--- config.mk ---
export PLATFORM = sky130hd
export DESIGN_NAME = inst_fetch_flat
export DESIGN_NICKNAME = d
export VERILOG_FILES = /design/src/rtl/inst_fetch_if.sv /design/src/rtl/inst_fetch.sv /design/src/flat_wrapper.sv
export SDC_FILE = /design/constraint.sdc
export NUM_CORES = 1
export LEC_CHECK = 0
export CAP_MARGIN = 5
export CORE_ASPECT_RATIO = 0.5
export CORE_UTILIZATION = 28
export CTS_CLUSTER_SIZE = 20
export DETAILED_ROUTE_END_ITERATION = 10
export HOLD_SLACK_MARGIN = 0.06
export PLACE_DENSITY = 0.48
export SETUP_SLACK_MARGIN = 0.3
export SYNTH_ARGS = -nofsm -noshare
export SYNTH_HDL_FRONTEND = slang
export SYNTH_SLANG_ARGS = --single-unit
--- constraint.sdc ---
create_clock -name clock -period 2.82 [get_ports clock]
set_input_delay 0.564 -clock clock [delete_from_list [all_inputs] [get_ports clock]]
set_output_delay 0.564 -clock clock [all_outputs]
set_load 0.01 [all_outputs]
--- src/rtl/inst_fetch_if.sv ---
`default_nettype none
// ============================================================================
//  Module      : inst_fetch_if
//  Description : Instruction-memory request/response bus between the fetch
//                stage (master) and instruction memory (slave).
//  Revision    : 1.0 - initial release
// ============================================================================
interface inst_fetch_if;
    logic        imem_req_valid;
    logic [31:0] imem_req_addr;
    logic        imem_req_ready;
    logic        imem_rsp_valid;
    logic [31:0] imem_rsp_data;

    modport master (
        output imem_req_valid,
        output imem_req_addr,
        input  imem_req_ready,
        input  imem_rsp_valid,
        input  imem_rsp_data
    );

    modport slave (
        input  imem_req_valid,
        input  imem_req_addr,
        output imem_req_ready,
        output imem_rsp_valid,
        output imem_rsp_data
    );
endinterface
`default_nettype wire

--- src/rtl/inst_fetch.sv ---
`default_nettype none
// ============================================================================
//  Module      : inst_fetch
//  Description : Instruction fetch stage. Owns the PC, issues one outstanding
//                word request at a time, registers returned words into the
//                IF/ID register, honours decode stall and execute redirects
//                (discarding wrong-path responses).
//  Revision    : 1.0 - initial release
// ============================================================================
module inst_fetch #(
    parameter logic [31:0] RESET_PC = 32'h0000_0000
) (
    input  wire logic        clock,
    input  wire logic        reset_n,
    inst_fetch_if.master     imem,
    input  wire logic        stall,
    input  wire logic        redirect_valid,
    input  wire logic [31:0] redirect_pc,
    output logic             if_valid,
    output logic [31:0]      if_instruction,
    output logic [31:0]      if_pc,
    output logic             fetch_misaligned
);

    typedef enum logic [1:0] {
        S_REQ  = 2'd0,
        S_WAIT = 2'd1,
        S_HOLD = 2'd2
    } state_t;

    state_t      state_q;
    logic [31:0] pc_q;
    logic [31:0] req_pc_q;
    logic        drop_q;
    logic [31:0] hold_q;
    logic        if_valid_q;
    logic [31:0] if_instruction_q;
    logic [31:0] if_pc_q;
    logic        misaligned_q;

    logic        w_req_valid;
    logic        w_req_fire;
    logic        w_ifid_free;
    logic [31:0] w_pc_inc;
    logic [31:0] w_redirect_aligned;

    // Request is a pure decode of the state flop; address is the PC flop.
    assign w_req_valid        = (state_q == S_REQ);
    assign w_req_fire         = w_req_valid & imem.imem_req_ready;
    assign w_ifid_free        = ~if_valid_q | ~stall;
    assign w_pc_inc           = pc_q + 32'd4;
    assign w_redirect_aligned = {redirect_pc[31:2], 2'b00};

    assign imem.imem_req_valid = w_req_valid;
    assign imem.imem_req_addr  = pc_q;

    assign if_valid         = if_valid_q;
    assign if_instruction   = if_instruction_q;
    assign if_pc            = if_pc_q;
    assign fetch_misaligned = misaligned_q;

    // Fetch FSM, PC, wrong-path drop flag, hold buffer and IF/ID register.
    always_ff @(posedge clock or negedge reset_n) begin
        if (!reset_n) begin
            state_q          <= S_REQ;
            pc_q             <= RESET_PC;
            req_pc_q         <= 32'd0;
            drop_q           <= 1'b0;
            hold_q           <= 32'd0;
            if_valid_q       <= 1'b0;
            if_instruction_q <= 32'd0;
            if_pc_q          <= 32'd0;
            misaligned_q     <= 1'b0;
        end else begin
            misaligned_q <= redirect_valid & (|redirect_pc[1:0]);

            if (redirect_valid) begin
                // Redirect wins over stall: flush IF/ID and any held word.
                pc_q       <= w_redirect_aligned;
                if_valid_q <= 1'b0;
                case (state_q)
                    S_REQ: begin
                        if (w_req_fire) begin
                            // The request just issued is wrong-path.
                            req_pc_q <= pc_q;
                            drop_q   <= 1'b1;
                            state_q  <= S_WAIT;
                        end
                    end
                    S_WAIT: begin
                        if (imem.imem_rsp_valid) begin
                            drop_q  <= 1'b0;
                            state_q <= S_REQ;
                        end else begin
                            drop_q  <= 1'b1;
                        end
                    end
                    S_HOLD: begin
                        state_q <= S_REQ;
                    end
                    default: begin
                        state_q <= S_REQ;
                    end
                endcase
            end else begin
                // Consumed instruction retires unless something loads below.
                if (!stall) begin
                    if_valid_q <= 1'b0;
                end
                case (state_q)
                    S_REQ: begin
                        if (w_req_fire) begin
                            req_pc_q <= pc_q;
                            pc_q     <= w_pc_inc;
                            state_q  <= S_WAIT;
                        end
                    end
                    S_WAIT: begin
                        if (imem.imem_rsp_valid) begin
                            if (drop_q) begin
                                drop_q  <= 1'b0;
                                state_q <= S_REQ;
                            end else if (w_ifid_free) begin
                                if_valid_q       <= 1'b1;
                                if_instruction_q <= imem.imem_rsp_data;
                                if_pc_q          <= req_pc_q;
                                state_q          <= S_REQ;
                            end else begin
                                hold_q  <= imem.imem_rsp_data;
                                state_q <= S_HOLD;
                            end
                        end
                    end
                    S_HOLD: begin
                        if (!stall) begin
                            if_valid_q       <= 1'b1;
                            if_instruction_q <= hold_q;
                            if_pc_q          <= req_pc_q;
                            state_q          <= S_REQ;
                        end
                    end
                    default: begin
                        state_q <= S_REQ;
                    end
                endcase
            end
        end
    end

endmodule
`default_nettype wire

--- src/flat_wrapper.sv ---
// flat-port wrapper written by rule: the top's interface ports become plain ports
module inst_fetch_flat 
#(
    parameter logic [31:0] RESET_PC = 32'h0000_0000
)
  (clock, reset_n, stall, redirect_valid, redirect_pc, if_valid, if_instruction, if_pc, fetch_misaligned, imem_imem_req_valid, imem_imem_req_addr, imem_imem_req_ready, imem_imem_rsp_valid, imem_imem_rsp_data);
  inst_fetch_if imem_i ();
  input  wire logic clock;
  input  wire logic reset_n;
  input  wire logic stall;
  input  wire logic redirect_valid;
  input  wire logic [31:0] redirect_pc;
  output logic if_valid;
  output logic [31:0] if_instruction;
  output logic [31:0] if_pc;
  output logic fetch_misaligned;
  output wire logic [$bits(imem_i.imem_req_valid)-1:0] imem_imem_req_valid;
  output wire logic [$bits(imem_i.imem_req_addr)-1:0] imem_imem_req_addr;
  input wire logic [$bits(imem_i.imem_req_ready)-1:0] imem_imem_req_ready;
  input wire logic [$bits(imem_i.imem_rsp_valid)-1:0] imem_imem_rsp_valid;
  input wire logic [$bits(imem_i.imem_rsp_data)-1:0] imem_imem_rsp_data;
  assign imem_imem_req_valid = imem_i.imem_req_valid;
  assign imem_imem_req_addr = imem_i.imem_req_addr;
  assign imem_i.imem_req_ready = imem_imem_req_ready;
  assign imem_i.imem_rsp_valid = imem_imem_rsp_valid;
  assign imem_i.imem_rsp_data = imem_imem_rsp_data;
  inst_fetch #(.RESET_PC(RESET_PC)) u_core (.clock(clock), .reset_n(reset_n), .imem(imem_i), .stall(stall), .redirect_valid(redirect_valid), .redirect_pc(redirect_pc), .if_valid(if_valid), .if_instruction(if_instruction), .if_pc(if_pc), .fetch_misaligned(fetch_misaligned));
endmodule
# After elaboration in Yosys (flattened, before gate mapping)
# Cells that the tools add are included.
[op_classes]
add_sub_neg = 1
reduce_logical = 14
mux = 35
n_bitwise = 8
n_eq_ne = 8
[op_table]
columns = ["cell", "count"]
rows = [
  ["$mux W32", 11],
  ["$pmux W32 S2", 2],
  ["$add A32 B3 Y32 const B", 1],
  ["$mux W2", 7],
  ["$reduce_bool A2 Y1", 6],
  ["$mux W1", 11],
  ["$ne A2 B2 Y1 const B", 3],
  ["$ne A3 B3 Y1 const B", 2],
  ["$pmux W2 S3", 1],
  ["$reduce_and A2 Y1", 3],
  ["$reduce_and A6 Y1", 1],
  ["$not A1 Y1", 5],
  ["$reduce_and A5 Y1", 1],
  ["$pmux W1 S2", 2],
  ["$pmux W2 S2", 1],
  ["$reduce_and A4 Y1", 1],
  ["$and A1 B1 Y1", 2],
  ["$eq A2 B1 Y1 const B", 1],
  ["$eq A2 B2 Y1 const B", 1],
  ["$logic_not A2 Y1", 1],
  ["$ne A2 B1 Y1 const B", 1],
  ["$reduce_or A2 Y1", 1],
  ["$or A1 B1 Y1", 1],
]
[totals]
inputBits = 70
register_bits = 165
elab_cells = 75

# Logic depth before layout (Yosys ltp)
[logic_depth]
ltp_word = 7
depth_mapped = 9
mapped_depth_nobuf = 6

# Worst setup path before layout
# OpenSTA, ideal clock, no wires.
[synth_timing]
path_kind = "register to register"
startpoint = "register u_core.state_q[0]"
endpoint = "register u_core.if_instruction_q[0], in the netlist u_core.if_instruction[0]"
period_less_slack_ps = 1980
arrival_time_ps = 1855
setup_time_ps = 125
path_slack_ps = 840
path_stages_with_launch = 10
cell_sequence = "dfrtp_1 -> inv_1 -> ha_1 -> clkbuf_1 -> nand2b_1 -> a21oi_1 -> o21a_1 -> buf_2 -> buf_2 -> mux2_2"
[synth_between]
elab_chain_len = 3
word_cells_on_any_way = 9
cone_classes = "6 x eq/ne; 1 x mux; 2 x reduce/logical"
[synth_lines]
columns = ["element", "line", "text"]
rows = [
  ["start: declaration", "inst_fetch.sv:31", "state_t state_q;"],
  ["start signal: assignment", "inst_fetch.sv:65", "state_q <= S_REQ;"],
  ["start signal: assignment", "inst_fetch.sv:87", "state_q <= S_WAIT;"],
  ["start signal: assignment", "inst_fetch.sv:93", "state_q <= S_REQ;"],
  ["$eq A2 B1 Y1 or $eq A2 B2 Y1 (tied branches)", "inst_fetch.sv:110", "case (state_q)"],
  ["$ne A2 B2 Y1 (no source line), or another cell as far along", "-", ""],
  ["$reduce_and A6 Y1 (no source line)", "-", ""],
  ["end signal: assignment", "inst_fetch.sv:125", "if_instruction_q <= imem.imem_rsp_data;"],
  ["end signal: assignment", "inst_fetch.sv:137", "if_instruction_q <= hold_q;"],
  ["end: declaration", "inst_fetch.sv:37", "logic [31:0] if_instruction_q;"],
]
# Several ways; a longest one is shown, not always the timed one.
# A chain may end at the register's enable or synchronous reset.

# Final worst setup path
[layout_timing]
startpoint = "register u_core.state_q[0]"
endpoint = "output port imem_imem_req_valid"
[layout_between]
elab_chain_len = 1
[layout_lines]
columns = ["element", "line", "text"]
rows = [
  ["$logic_not A2 Y1", "inst_fetch.sv:48", "assign w_req_valid = (state_q == S_REQ);"],
  ["end: declaration", "flat_wrapper.sv:17", "output wire logic [$bits(imem_i.imem_req_valid)-1:0] imem_imem_req_valid;"],
]
# No other way between the ends.

==> impl_metrics.xml <==
<?xml version="1.0" encoding="UTF-8"?>
<metrics>
  <group name="setup_path">
    <metric name="critical_path.cell_chain" unit="">inv_1 &gt; ha_2 &gt; clkdlybuf4s50_1</metric>
    <metric name="setup.worst_path.end_class" unit="">output port</metric>
    <metric name="crit_arrival" unit="ns">1.78</metric>
    <metric name="cp-start-kind" unit="">flop</metric>
    <metric name="cp_delay_by_family_top" unit="">buffers and inverters</metric>
    <metric name="cp.required" unit="ns">2.26</metric>
    <metric name="critical-path-slowest-cell" unit="">sky130_fd_sc_hd__clkdlybuf4s50_1</metric>
    <metric name="worst-setup-path-type" unit="">flop to output port</metric>
    <metric name="path_max_fanout" unit="">7</metric>
    <metric name="max_stage_delay" unit="ns">0.57</metric>
    <metric name="critical_path_buf_inv_count" unit="">2</metric>
  </group>
  <group name="die">
    <metric name="fp.dieArea" unit="sq um">26100</metric>
    <metric name="floorplan.initialDensity" unit="">0.291</metric>
    <metric name="floorplan.die.width" unit="um">227</metric>
    <metric name="fp-row-count" unit="">40</metric>
    <metric name="die_y" unit="um">115</metric>
    <metric name="boundaryPins" unit="">169</metric>
    <metric name="coreArea" unit="sq um">24500</metric>
  </group>
  <group name="detailed_routing">
    <metric name="detail_route.first_pass.iterations" unit="">4</metric>
    <metric name="finalWirelength" unit="mm">17.8</metric>
    <metric name="detail_route.wl_per_cell" unit="um">16.7</metric>
    <metric name="final_antenna_net_count" unit="">0</metric>
    <metric name="drt_iter0_drc" unit="">255</metric>
    <metric name="via_count" unit="">4912</metric>
    <metric name="route.detailed.drc" unit="">0</metric>
    <metric name="drt-vias-per-instance" unit="">4.62</metric>
  </group>
  <group name="final_layout">
    <metric name="finalNonFillerCells" unit="">1064</metric>
    <metric name="fill_cells" unit="">2347</metric>
    <metric name="seqCellArea" unit="sq um">3980</metric>
    <metric name="multi_input_comb_area" unit="sq um">2910</metric>
    <metric name="stdcell_area" unit="sq um">9760</metric>
    <metric name="antenna_diode_count" unit="">0</metric>
    <metric name="layout-area-overhead-vs-synth" unit="%">37.2</metric>
    <metric name="finish.net_count" unit="">790</metric>
    <metric name="drive_above_1_share" unit="">0.287</metric>
  </group>
  <group name="timing">
    <metric name="worst_max_slew_margin_expressed_relative_to_the_limit" unit="">0.605</metric>
    <metric name="clock.fmax" unit="GHz">0.427</metric>
    <metric name="fin_crit_sh" unit="">0.830</metric>
    <metric name="final.min_clock_period" unit="ns">2.34</metric>
    <metric name="finalHoldViolations" unit="">0</metric>
    <metric name="grt_setup_unrepaired" unit="">no</metric>
    <metric name="timing.final.max_slew_violations" unit="">0</metric>
    <metric name="tightest_slew" unit="ns">0.593</metric>
    <metric name="finalSetupViolCount" unit="">0</metric>
    <metric name="fin_tns_setup" unit="ns">0</metric>
    <metric name="fin_worst_skew" unit="ns">0.00929</metric>
  </group>
  <group name="power_and_ir_drop">
    <metric name="power_density" unit="nW/um^2">907</metric>
    <metric name="power.static_leakage" unit="nW">4.00</metric>
    <metric name="vdd_drop_max" unit="uV">414</metric>
  </group>
  <group name="global_route">
    <metric name="grt_pass1_wl" unit="mm">28.7</metric>
    <metric name="gr-total-overflow" unit="">0</metric>
    <metric name="global_route.usage.total" unit="">0.146</metric>
    <metric name="grt_max_degree" unit="">60</metric>
    <metric name="first_global_vias" unit="">5105</metric>
    <metric name="number_of_antenna_violations_at_the_first_check_in_global_routing" unit="">0</metric>
  </group>
  <group name="clocking">
    <metric name="insertion_delay_to_the_later_sink_of_the_worst_skew_pair" unit="ns">0.44</metric>
    <metric name="holdBufCountCts" unit="">0</metric>
    <metric name="cts_tree" unit="">yes</metric>
    <metric name="clock_sinks" unit="">159</metric>
    <metric name="cts_buffer_depth" unit="">2</metric>
    <metric name="post_cts.repair.setup_buffers" unit="">0</metric>
    <metric name="ctsHtreeMaxLevel" unit="">4</metric>
    <metric name="clock_tree.root_cell" unit="">sky130_fd_sc_hd__clkbuf_16</metric>
    <metric name="tritoncts.num_buffers" unit="">17</metric>
    <metric name="clk_pin_slew" unit="ns">0.06</metric>
  </group>
  <group name="place">
    <metric name="place.gp.congestion" unit="">0.769</metric>
    <metric name="port_buffers" unit="">164</metric>
    <metric name="numPlacedInstances" unit="">1033</metric>
    <metric name="placed_cell_area" unit="sq um">9170</metric>
    <metric name="detailedPlacementHpwl" unit="mm">12.2</metric>
  </group>
  <group name="synth">
    <metric name="synth.yosys.warnings" unit="">0</metric>
    <metric name="synthArstFlopShare" unit="">1.00</metric>
    <metric name="netlist_top_cells_area" unit="">sky130_fd_sc_hd__dfrtp_1 (56%), sky130_fd_sc_hd__mux2_2 (24%), sky130_fd_sc_hd__a31oi_1 (1.8%)</metric>
    <metric name="syn-mean-instance-area" unit="sq um">13.0</metric>
    <metric name="synthesized_cell_area" unit="sq um">7110</metric>
    <metric name="synth_top_cell_by_area" unit="">sky130_fd_sc_hd__dfrtp_1</metric>
    <metric name="postSynthCellCount" unit="">546</metric>
    <metric name="most_frequently_used_cell_type_in_the_post_synthesis_netlist" unit="">sky130_fd_sc_hd__dfrtp_1</metric>
    <metric name="synth.ff_latch_count" unit="">159</metric>
    <metric name="synth-edff-count" unit="">0</metric>
    <metric name="synth_sequential_area_ratio" unit="">0.559</metric>
    <metric name="yosys.cell_types.count" unit="">46</metric>
    <metric name="synth-main-ff-cell" unit="">sky130_fd_sc_hd__dfrtp_1</metric>
    <metric name="netlist.area_leader.share" unit="">0.559</metric>
    <metric name="synth.cells.most_frequent" unit="">sky130_fd_sc_hd__dfrtp_1 (159), sky130_fd_sc_hd__mux2_2 (154), sky130_fd_sc_hd__nand2_1 (25)</metric>
  </group>
  <group name="worst_hold_path">
    <metric name="timing.hold.worst.class" unit="">primary input to async pin</metric>
  </group>
  <group name="run">
    <metric name="max_cap_viol_count" unit="">0</metric>
  </group>
  <group name="outcome">
    <metric name="result_of_the_run" unit="">complete, no violations</metric>
  </group>
</metrics>
final cells by class:
class | instances | area share
clock buffers | 25 | 0.0487
clock inverters | 6 | 0.0110
inverters | 11 | 0.00423
multi-input cells | 345 | 0.298
flip-flops and latches | 159 | 0.408
well taps | 336 | 0.0431
repair buffers | 182 | 0.187
through the flow:
stage / worst slack, ns / power, mW / hold slack (ns) / util
floorplan: 0.840 / 5.02 / 0.268 / -
global placement: 0.341 / 6.53 / 0.468 / 0.375
CTS: 0.377 / 9.01 / 0.117 / 0.399
global route: 0.393 / 9.39 / 0.129 / 0.399
detailed placement: 0.316 / 6.60 / 0.470 / 0.375
finish: 0.480 / 8.85 / 0.102 / 0.399
timing repair:
action                                  4_1_cts  5_1_grt
endpoints found under the hold margin         0        0
endpoints found under the setup margin        0        1
gates resized for setup                       0        1
state kept, by name, indices dropped and copies added, names as in the netlist:
signal                     cells
u_core.if_instruction         32
u_core.hold_q                 32
u_core.fetch_misaligned        1
u_core.if_pc                  30
u_core.imem.imem_req_addr     30
u_core.state_q                 2
u_core.req_pc_q               30
u_core.if_valid                1
u_core.drop_q                  1
routing by layer:
layer | vias to the layer above | global-route usage | wire, um
met2 | 60 | 0.247 | 9020
li1 | 2329 | - | -
met1 | 2504 | 0.178 | 7960
met3 | 19 | 0.0385 | 535
met5 | - | 0 | 0
met4 | 0 | 0.0604 | 267
placed cells by master (no fill, tap or decap), types with 3 or more instances in the layout:
master and n:
sky130_fd_sc_hd__clkbuf_1 6, sky130_fd_sc_hd__mux2_2 154, sky130_fd_sc_hd__or4_1 12, sky130_fd_sc_hd__clkbuf_16 17, sky130_fd_sc_hd__buf_4 14, sky130_fd_sc_hd__nand3_1 7
sky130_fd_sc_hd__or3_1 6, sky130_fd_sc_hd__o31ai_1 12, sky130_fd_sc_hd__clkdlybuf4s50_1 163, sky130_fd_sc_hd__buf_12 4, sky130_fd_sc_hd__nand2_1 24, sky130_fd_sc_hd__a31oi_1 20
sky130_fd_sc_hd__and3_1 7, sky130_fd_sc_hd__conb_1 4, sky130_fd_sc_hd__xor2_1 5, sky130_fd_sc_hd__nor2_1 23, sky130_fd_sc_hd__a21oi_1 4, sky130_fd_sc_hd__nand4_1 9
sky130_fd_sc_hd__bufinv_16 3, sky130_fd_sc_hd__inv_1 10, sky130_fd_sc_hd__dfrtp_1 159, sky130_fd_sc_hd__o21ai_0 20, sky130_fd_sc_hd__xnor2_1 3
report_power, final:
group | switching [mW] | internal (mW) | total [mW]
Clock | 0.917 | 1.43 | 2.35
Combinational | 1.08 | 1.80 | 2.88
Sequential | 0.472 | 3.15 | 3.62
Total | 2.46 | 6.38 | 8.85
logic make-up after synthesis:
family                   synth area share
buffers and inverters              0.0364
adder cells (fa/ha/maj)           0.00704
flip-flops                          0.559
multiplexers                        0.245
other                            0.000527
XOR/XNOR                          0.00985
AO/OA/AOI/OAI                      0.0587
AND/OR/NAND/NOR                    0.0830
worst paths after layout:
path	start	end	slack, ns	cells past startpoint
min in group clock	u_core.req_pc_q[10]	u_core.req_pc_q[10]	0.48	2
max in group asynchronous	reset_n	u_core.hold_q[8]	1.96	2
max	u_core.state_q[0]	imem_imem_req_valid	0.48	3
min reg2reg	u_core.req_pc_q[10]	u_core.req_pc_q[10]	0.48	2
max reg2reg	u_core.state_q[0]	u_core.imem.imem_req_addr[15]	0.61	7
min	reset_n	u_core.if_pc[6]	0.10	1
Power figures use the tool's default switching activity.
